### config.mk
export PLATFORM = sky130hd
export DESIGN_NAME = mem_addr_unit
export DESIGN_NICKNAME = d
export VERILOG_FILES = /design/src/rtl/mem_addr_pkg.sv /design/src/rtl/bp_slot.sv /design/src/rtl/mem_addr_unit.sv
export SDC_FILE = /design/constraint.sdc
export NUM_CORES = 1
export LEC_CHECK = 0
export CAP_MARGIN = 30
export CORE_ASPECT_RATIO = 0.7
export CORE_MARGIN = 2
export CORE_UTILIZATION = 51
export DETAILED_ROUTE_END_ITERATION = 10
export HOLD_SLACK_MARGIN = 0.05
export PLACE_DENSITY = 0.84
export SYNTH_ARGS = -nofsm -noshare
export SYNTH_HDL_FRONTEND = slang
export SYNTH_SLANG_ARGS = --single-unit
### constraint.sdc
create_clock -name i_clk -period 7.1 [get_ports i_clk]
set_clock_uncertainty 0.1 [all_clocks]
set_input_delay 1.775 -clock i_clk [delete_from_list [all_inputs] [get_ports i_clk]]
set_output_delay 1.775 -clock i_clk [all_outputs]
set_load 0.02 [all_outputs]
### src/rtl/mem_addr_pkg.sv
// Shared defaults and helpers for the memory address unit: widths, page selects,
// and derived lane/index widths.
package mem_addr_pkg;

    localparam int PC_W_DEF     = 16;
    localparam int BUS_W_DEF    = 8;
    localparam int MAR_W_DEF    = 16;
    localparam int BP_COUNT_DEF = 4;

    localparam logic [7:0] STACK_PAGE_DEF = 8'hFF;
    localparam logic [7:0] IO_PAGE_DEF    = 8'hFE;

    function automatic int lane_count(input int mar_w, input int bus_w);
        return mar_w / bus_w;
    endfunction

    // Index width that stays at least one bit for a single-slot configuration.
    function automatic int idx_width(input int count);
        return (count > 1) ? $clog2(count) : 1;
    endfunction

endpackage

### src/rtl/bp_slot.sv
// One breakpoint slot: an address/enable register and an equality comparator
// against the current program counter.
module bp_slot
    import mem_addr_pkg::*;
#(
    parameter int PC_W = PC_W_DEF
) (
    input  logic            i_clk,
    input  logic            i_reset,
    input  logic            i_we,
    input  logic [PC_W-1:0] i_addr,
    input  logic            i_en,
    input  logic [PC_W-1:0] i_pc,
    output logic            o_hit
);

    logic [PC_W-1:0] addr_q;
    logic            en_q;

    // NOTE: sequential state uses non-blocking assignments so every register
    // samples pre-edge values, independent of process evaluation order.
    always_ff @(posedge i_clk or posedge i_reset) begin
        if (i_reset) begin
            addr_q <= '0;
            en_q   <= 1'b0;
        end else if (i_we) begin
            addr_q <= i_addr;
            en_q   <= i_en;
        end
    end

    assign o_hit = en_q && (addr_q == i_pc);

endmodule

### src/rtl/mem_addr_unit.sv
// Memory address unit: PC, saturating SP, lane-written MAR, instruction register,
// stack/IO page decode and a bank of PC breakpoints with a sticky hit latch.
module mem_addr_unit
    import mem_addr_pkg::*;
#(
    parameter int                 PC_W       = PC_W_DEF,
    parameter int                 BUS_W      = BUS_W_DEF,
    parameter int                 MAR_W      = MAR_W_DEF,
    parameter int                 SP_W       = BUS_W,
    parameter logic [BUS_W-1:0]   STACK_PAGE = STACK_PAGE_DEF,
    parameter logic [BUS_W-1:0]   IO_PAGE    = IO_PAGE_DEF,
    parameter int                 BP_COUNT   = BP_COUNT_DEF
) (
    input  logic                                  i_clk,
    input  logic                                  i_reset,
    input  logic [BUS_W-1:0]                      i_bus,
    input  logic                                  i_halt,
    input  logic                                  i_pcLoadN,
    input  logic                                  i_pcNEn,
    input  logic                                  i_pcFromImm,
    input  logic                                  i_spNEn,
    input  logic                                  i_spUp,
    input  logic                                  i_spClrFlags,
    input  logic [lane_count(MAR_W, BUS_W)-1:0]   i_marNWE,
    input  logic                                  i_immToAddr,
    input  logic                                  i_instrNWE,
    input  logic [8+MAR_W-1:0]                    i_romData,
    input  logic                                  i_bpWrite,
    input  logic [idx_width(BP_COUNT)-1:0]        i_bpIndex,
    input  logic [PC_W-1:0]                       i_bpAddr,
    input  logic                                  i_bpEnable,
    input  logic                                  i_bpAck,
    output logic [PC_W-1:0]                       o_romAddress,
    output logic [PC_W-1:0]                       o_pc,
    output logic [SP_W-1:0]                       o_sp,
    output logic [7:0]                            o_instrCode,
    output logic [MAR_W-1:0]                      o_instrImm,
    output logic [MAR_W:0]                        o_ramAddress,
    output logic                                  o_ioNCE,
    output logic                                  o_spOverflow,
    output logic                                  o_spUnderflow,
    output logic                                  o_bpHitN,
    output logic [idx_width(BP_COUNT)-1:0]        o_bpHitIdx,
    output logic                                  o_bpLatched
);

    localparam int LANES    = lane_count(MAR_W, BUS_W);
    localparam int BP_IDX_W = idx_width(BP_COUNT);

    logic [PC_W-1:0]  pc_q, pc_d;
    logic [SP_W-1:0]  sp_q, sp_d;
    logic [MAR_W-1:0] mar_q, mar_d;
    logic [7:0]       op_q, op_d;
    logic [MAR_W-1:0] imm_q, imm_d;
    logic             ovf_q, ovf_d, und_q, und_d;
    logic             prev_hit_q, latched_q, latched_d;
    logic             ovf_set, und_set;

    logic [BP_COUNT-1:0] bp_hits;
    logic                any_hit;
    logic [BP_IDX_W-1:0] hit_idx;
    logic [MAR_W-1:0]    base;
    logic [BUS_W-1:0]    page;

    for (genvar g = 0; g < BP_COUNT; g++) begin : g_slot
        bp_slot #(.PC_W(PC_W)) u_slot (
            .i_clk   (i_clk),
            .i_reset (i_reset),
            .i_we    (i_bpWrite && (i_bpIndex == BP_IDX_W'(g))),
            .i_addr  (i_bpAddr),
            .i_en    (i_bpEnable),
            .i_pc    (pc_q),
            .o_hit   (bp_hits[g])
        );
    end

    assign any_hit = |bp_hits;

    // Scan from the top so the lowest hitting slot is the last one written.
    always_comb begin
        hit_idx = '0;
        for (int k = BP_COUNT - 1; k >= 0; k--) begin
            if (bp_hits[k]) hit_idx = BP_IDX_W'(k);
        end
    end

    // NOTE: every signal assigned here gets a default first, so no path can
    // leave a value unassigned and infer a latch.
    always_comb begin
        pc_d    = pc_q;
        sp_d    = sp_q;
        mar_d   = mar_q;
        op_d    = op_q;
        imm_d   = imm_q;
        ovf_set = 1'b0;
        und_set = 1'b0;

        if (!i_pcLoadN) begin
            pc_d = i_pcFromImm ? imm_q[PC_W-1:0] : mar_q[PC_W-1:0];
        end else if (!i_pcNEn && !i_halt) begin
            pc_d = pc_q + 1'b1;
        end

        // The stack pointer saturates; an out-of-range step only raises a flag.
        if (!i_spNEn && !i_halt) begin
            if (i_spUp) begin
                if (&sp_q) ovf_set = 1'b1;
                else       sp_d    = sp_q + 1'b1;
            end else begin
                if (sp_q == '0) und_set = 1'b1;
                else            sp_d    = sp_q - 1'b1;
            end
        end

        for (int k = 0; k < LANES; k++) begin
            if (!i_marNWE[k]) mar_d[k*BUS_W +: BUS_W] = i_bus;
        end

        if (!i_instrNWE) begin
            op_d  = i_romData[MAR_W +: 8];
            imm_d = i_romData[MAR_W-1:0];
        end

        ovf_d     = (ovf_q && !i_spClrFlags) || ovf_set;
        und_d     = (und_q && !i_spClrFlags) || und_set;
        latched_d = (any_hit && !prev_hit_q) || (latched_q && !i_bpAck);
    end

    always_ff @(posedge i_clk or posedge i_reset) begin
        if (i_reset) begin
            pc_q       <= '0;
            sp_q       <= '0;
            mar_q      <= '0;
            op_q       <= '0;
            imm_q      <= '0;
            ovf_q      <= 1'b0;
            und_q      <= 1'b0;
            prev_hit_q <= 1'b0;
            latched_q  <= 1'b0;
        end else begin
            pc_q       <= pc_d;
            sp_q       <= sp_d;
            mar_q      <= mar_d;
            op_q       <= op_d;
            imm_q      <= imm_d;
            ovf_q      <= ovf_d;
            und_q      <= und_d;
            prev_hit_q <= any_hit;
            latched_q  <= latched_d;
        end
    end

    assign base = i_immToAddr ? imm_q : mar_q;
    assign page = base[MAR_W-1 -: BUS_W];

    // Stack page swaps the page byte for the SP; MSB flags a non-stack access.
    always_comb begin
        if (page == STACK_PAGE) o_ramAddress = {1'b0, sp_q, base[MAR_W-SP_W-1:0]};
        else                    o_ramAddress = {1'b1, base};
    end

    assign o_ioNCE       = !((page == IO_PAGE) && (page != STACK_PAGE));
    assign o_romAddress  = pc_q;
    assign o_pc          = pc_q;
    assign o_sp          = sp_q;
    assign o_instrCode   = op_q;
    assign o_instrImm    = imm_q;
    assign o_spOverflow  = ovf_q;
    assign o_spUnderflow = und_q;
    assign o_bpHitN      = !any_hit;
    assign o_bpHitIdx    = hit_idx;
    assign o_bpLatched   = latched_q;

endmodule

==> metrics, run 1 <==
dpl hpwl 13600 µm; area leader, netlist dfrtp_1; vias 5097; Die Wd 144 µm; Post-DRT Antenna Nets 0; WL final 18900 µm; fin util 0.690; R2R cell count 7; initial drt markers 363; drt drc 0; register area share after synthesis 0.484; Hold Path Origin prev_hit_q; largest net degree at the start of global routing 68; flop-to-flop setup slack 4.74 ns; H-tree depth 4; Rows 35; Top FF cell, synth dfrtp_1; I/O pins 154; pwr/cell area 300 mW/mm²; gr usage total 0.268; Hold Path End o_bpLatched; Yosys reg bits 136; synthesis-to-finish area growth 30.8%; Syn Nets 658; CP Class input port to primary output; fmax 167 MHz; Max clock buf depth 2; Die Ht 102 µm; first-pass iteration count of the detailed router 4; Max VDD drop 0.181 mV; Setup TNS 0 ns; vias per cell 5.60; WL/cell 20.8 µm; CP startpoint kind input port; first-pass GRT wire length 29600 µm; critical path data required time 5.22 ns; Num CTS Buffers 17; Synth warnings 0; CTS tree done; Slew headroom 0.320; Post-CTS Setup Bufs 0; fin. max-slew vios 0; Root Driver clkbuf_16; Port Buffer Count 153; Final period util 0.843; Max Cap Viol 0; Worst EP arrival 4.11 ns; Critical R2R Launch o_pc[1]; Final Power 2.75 mW; Hold Crit Depth 1; unrepaired setup endpoints after global routing false; fin nets 786; total grt overflow 0; Worst Tran Pin Value 1.02 ns; Initial Util 0.528; CORE AREA 0.0133 mm²; top post-synthesis cells by area dfrtp_1 48%, mux2_2 19%, xnor2_1 5.6%, xor2_1 5.1%, mux2i_1 2.8%; Pleak 3.80 nW; Min-Delay Path Class register to register; Mean Syn Cell Area 12.0 µm²; vias in the first global route 5302; asr flop ratio synth 1.00; Cells after Synth 584; Netlist Area Pre-Place 0.00703 mm²; Clock Sink Count 136; share of layout cells above drive strength 1 0.228; status finished clean; Critical Path End Type primary output; crit path max fanout 9; reg2reg end o_pc[12]; post-cts resize count 0; CTS clk-pin slew, worst paths 0.06 ns; n_diodes 0; Post-synth EDFFs 0; Clk Latency, worst-skew pair 0.41 ns; final setup vio count 0; DIE AREA 0.0148 mm²; # hold bufs at CTS 0; min cycle time layout 5.99 ns; routability cong. 0.867; initial antenna violation count 0; Synth top area share 0.484; final hold slack 0.352 ns; Final Hold Viols 0; post-synth cell types 41
==> cell usage after synthesis, types with 2 or more instances <==
| master | n |
|---|---|
| o32ai_1 | 2 |
| a211oi_1 | 6 |
| mux2i_1 | 20 |
| inv_1 | 7 |
| nor4_1 | 9 |
| xor2_1 | 41 |
| nand2_1 | 25 |
| buf_4 | 16 |
| ha_1 | 7 |
| clkbuf_1 | 11 |
| nor4_4 | 2 |
| xnor2_1 | 45 |
| o22ai_1 | 2 |
| nand4_1 | 16 |
| clkbuf_8 | 6 |
| dfrtp_1 | 136 |
| buf_2 | 16 |
| o21ai_0 | 17 |
| nand3b_1 | 2 |
| nor2_1 | 31 |
| a21o_1 | 2 |
| a21oi_1 | 9 |
| mux2_2 | 117 |
| nor3_1 | 5 |
| nor2b_1 | 7 |
| and3_1 | 4 |
| nand3_1 | 9 |
==> state kept, by name, indices dropped and copies added (netlist names) <==
name                  cells
g_slot.u_slot.addr_q     64
prev_hit_q                1
o_sp                      8
o_bpLatched               1
o_instrCode               8
o_instrImm               16
o_spUnderflow             1
g_slot.u_slot.en_q        4
mar_q                    16
o_pc                     16
o_spOverflow              1
==> worst max-delay path: stages <==
cell and delay [ns]:
clkdlybuf4s50_1 0.84, nor2b_1 0.13, a41oi_1 0.31, or2_2 0.24, nor2_1 0.05, nor2_1 0.12, clkdlybuf4s50_1 0.64
==> worst max-delay path by stage <==
stage,from,slack (ns),cells after the start,end
finish,i_immToAddr,1.11,7,o_ramAddress[15]
global route,i_immToAddr,0.95,7,o_ramAddress[14]
detailed placement,i_immToAddr,1.15,7,o_ramAddress[15]
global placement,i_immToAddr,1.23,7,o_ramAddress[15]
floorplan,i_reset,1.59,1,g_slot[0].u_slot.addr_q[0]
CTS,i_immToAddr,1.15,7,o_ramAddress[15]
==> layout make-up <==
cell class                      count  area [µm²]
Clock inverter                     15         179
Clock buffer                       17         425
Multi-Input combinational cell    390        3270
Tap cell                          185         231
Fill cell                         936        4120
Timing Repair Buffer              160        1660
Inverter                            7        28.8
Sequential cell                   136        3400
==> cell usage in the layout, fill, tap and decap left out, types with 4 or more instances in the layout <==
cell,netlist,routed
clkinvlp_4,0,4
o21ai_0,17,17
a21oi_1,9,9
xnor2_1,45,45
nand2_1,25,25
nor4_1,9,9
nand4_1,16,16
nand3_1,9,9
mux2i_1,20,20
nor3_1,5,5
ha_1,7,7
dfrtp_1,136,136
xor2_1,41,41
nor2_1,31,31
a211oi_1,6,6
mux2_2,117,117
clkdlybuf4s50_1,0,153
and3_1,4,4
clkinv_4,0,4
inv_1,7,6
clkbuf_16,0,18
nor2b_1,7,7
==> logic make-up after synthesis <==
kind of cell / count (synthesis) / share of synthesized area
compound gates: 42 / 0.0374
xor+xnor: 86 / 0.107
simple gates: 117 / 0.0879
buf+inv: 58 / 0.0520
mux: 137 / 0.216
fa+ha+maj: 8 / 0.0153
flops: 136 / 0.484
==> power by group <==
group          internal [mW]  switching (mW)
clock network          0.553           0.350
logic                  0.401           0.359
registers              0.907           0.185
total                   1.86           0.894
==> per-stage QoR <==
stage / cells / cell area (µm²) / setup slack, ns
final: 910 / 9190 / 1.11
after global routing: 910 / 9190 / 0.951
after CTS: 907 / 9140 / 1.15
after detailed placement: 875 / 8530 / 1.15
after global placement: 873 / 8480 / 1.23
after floorplan: 584 / 7030 / 1.59
==> per-layer routing <==
metal,part of all wire,track usage,vias to the layer above,wire [µm]
li1,-,-,2274,-
met1,0.46,0.391,2588,8720
met2,0.46,0.413,212,8740
met3,0.064,0.0558,23,1210
met4,0.013,0.0680,0,240
met5,0,0,-,0
No activity file was read; power rests on OpenSTA's default activity.
==> run 2: changes to the inputs <==
CORE_UTILIZATION = 46   (was 51)
PLACE_DENSITY = 0.81   (was 0.84)
clock period = 5.4 ns   (was 7.1 ns; I/O delays follow)
==> run 2 against run 1 <==
Hold slack worse by 0.0059 ns. Utilization down 7.1 points. Wire length down 2.2%. Non-clock buffer count unchanged. Critical path depth unchanged. Largest cell class unchanged.
==> metrics, run 2 (same netlist as run 1, synthesis figures left out) <==
most common cell after layout, fill and taps aside clkdlybuf4s50_1; P_sw 1.17 mW (+31%); crit path max fanout 8 (-1); first-pass iteration count of the detailed router 6 (+2); Clk Latency, worst-skew pair 0.42 ns (about the same); fmax 197 MHz; Max clock buf depth 2 (unchanged); Max VDD drop 0.243 mV (+34%); fin. max-slew vios 0 (unchanged); n_diodes 0 (unchanged); vias in the first global route 5167 (-2.5%); dpl hpwl 13200 µm (-2.6%); logic gate share of total power 0.275 (about the same); Pleak 3.79 nW (-0.27%); Post-CTS Setup Bufs 0 (unchanged); Die Wd 152 µm (+5.1%); WL/cell 20.1 µm (-3.3%); I/O pins 154 (unchanged); status finished clean; fin nets 786 (unchanged); final setup vio count 0 (unchanged); CP max stage cell clkdlybuf4s50_1; DIE AREA 0.0163 mm² (+10%); drt drc 0 (unchanged); Worst Tran Pin Value 1.04 ns (+0.0236 ns); flop-to-flop setup slack 2.86 ns (-1.88 ns); top sig layer met4; Post-DRT Antenna Nets 0 (unchanged); initial drt markers 371 (+2.2%); first-pass GRT wire length 28900 µm (-2.4%); worst-path cell chain clkdlybuf4s50_1 > buf_4 > mux2i_1 > or2_2 > nor2_1 > nor2_1 > clkdlybuf4s50_1; Final period util 0.938; met2 wire len 8310 µm (-4.9%); Port Buffer Count 153 (unchanged); wl on met1 8820 µm (+1.1%); Final Hold Viols 0 (unchanged); largest net degree at the start of global routing 74 (+8.8%); fill count 1171 (+25%); Worst path max stage delay 0.63 ns (-0.21 ns); total grt overflow 0 (unchanged); routability cong. 0.875 (+0.89%); CP Class input port to primary output; Slew headroom 0.304 (-0.0158); Min-Delay Path Class register to register; register name with the most flops g_slot.u_slot.addr_q; Worst EP arrival 3.62 ns (-0.49 ns); Die Ht 107 µm (+5.1%); share of layout cells above drive strength 1 0.228 (unchanged); Root Driver clkbuf_16; critical path data required time 3.95 ns (-1.27 ns); routed length on met3 1130 µm (-6.1%); critical path endpoint o_ramAddress[13]; initial antenna violation count 0 (unchanged); Switching Share 0.323 (-0.00162); min cycle time layout 5.07 ns; Sequential Power Share 0.392 (-0.005); unrepaired setup endpoints after global routing false; Max Cap Viol 0 (unchanged); fin util 0.620 (-0.0706); max FFs per register 64 (unchanged); gr usage total 0.236 (-0.0320); Clk pwr share 0.332 (+0.004); Hold Path Origin prev_hit_q; CTS clk-pin slew, worst paths 0.06 ns (about the same); Initial Util 0.474 (-0.0535); Rows 37 (+5.7%); # hold bufs at CTS 0 (unchanged); H-tree depth 4 (unchanged); CORE AREA 0.0148 mm² (+11%); final hold slack 0.346 ns (-0.00590 ns); CTS tree done; reg2reg end o_pc[12]; Cell Int Power 2.46 mW (+32%); Clock Sink Count 136 (unchanged); vias 5100 (+0.059%); commonest cells after routing, fill and taps aside 153 x clkdlybuf4s50_1, 136 x dfrtp_1, 117 x mux2_2; Setup TNS 0 ns (unchanged); WL final 18500 µm (-2.2%); Num CTS Buffers 17 (unchanged); post-cts resize count 0 (unchanged); pwr/cell area 396 mW/mm² (+32%); Critical R2R Launch o_pc[1]; R2R cell count 7 (unchanged); vias per cell 5.54 (-1.0%); Crit. Startpoint i_immToAddr; synthesis-to-finish area growth 30.6%; Critical Path End Type primary output; CP startpoint kind input port
[run 2: area by class of cell]
| type | instances | area [µm²] | share of cell area |
|---|---|---|---|
| sequential | 136 | 3400 | 0.371 |
| multi-input combinational | 390 | 3260 | 0.355 |
| timing repair buffer | 160 | 1630 | 0.178 |
| tap | 195 | 244 | 0.0266 |
| clock buffer | 18 | 439 | 0.0478 |
| clock inverter | 14 | 174 | 0.0189 |
| inverter | 7 | 28.8 | 0.00313 |
[run 2: per-layer routing]
metal | track usage | up-vias
met1 | 0.345 | 2607
met5 | 0 | -
met3 | 0.0538 | 22
li1 | - | 2281
met4 | 0.0648 | 0
met2 | 0.351 | 190
[run 2: power by group through the flow]
stage | Sequential, mW | Clock [mW] | Combinational, mW
after floorplan | 1.41 | 0 | 0.619
after global placement | 1.42 | 0 | 0.955
after detailed placement | 1.44 | 0 | 0.985
after CTS | 1.42 | 1.22 | 0.998
after global routing | 1.45 | 1.26 | 1.08
final | 1.43 | 1.21 | 1.00
[run 2: critical path: cells and delay by family]
family	cells	cell delay (ns)
mux	1	0.31
buf+inv	3	1.49
simple gates	3	0.45
[run 2: worst min path at each step]
stage	to	slack [ns]	depth (start not counted)
after floorplan	o_bpLatched	0.30	1
after global placement	o_bpLatched	0.30	1
after detailed placement	o_bpLatched	0.34	1
after CTS	o_bpLatched	0.34	1
after global routing	o_bpLatched	0.34	1
final	o_bpLatched	0.35	1
[run 2: stage by stage]
step	setup WS (ns)	area [µm²]	cells	power, mW
2_1_floorplan	0.311	7030	584	2.03
3_3_place_gp	0.517	8510	885	2.38
3_5_place_dp	0.401	8520	886	2.42
4_1_cts	0.399	9140	918	3.64
5_1_grt	0.270	9180	920	3.79
6_report	0.333	9180	920	3.63
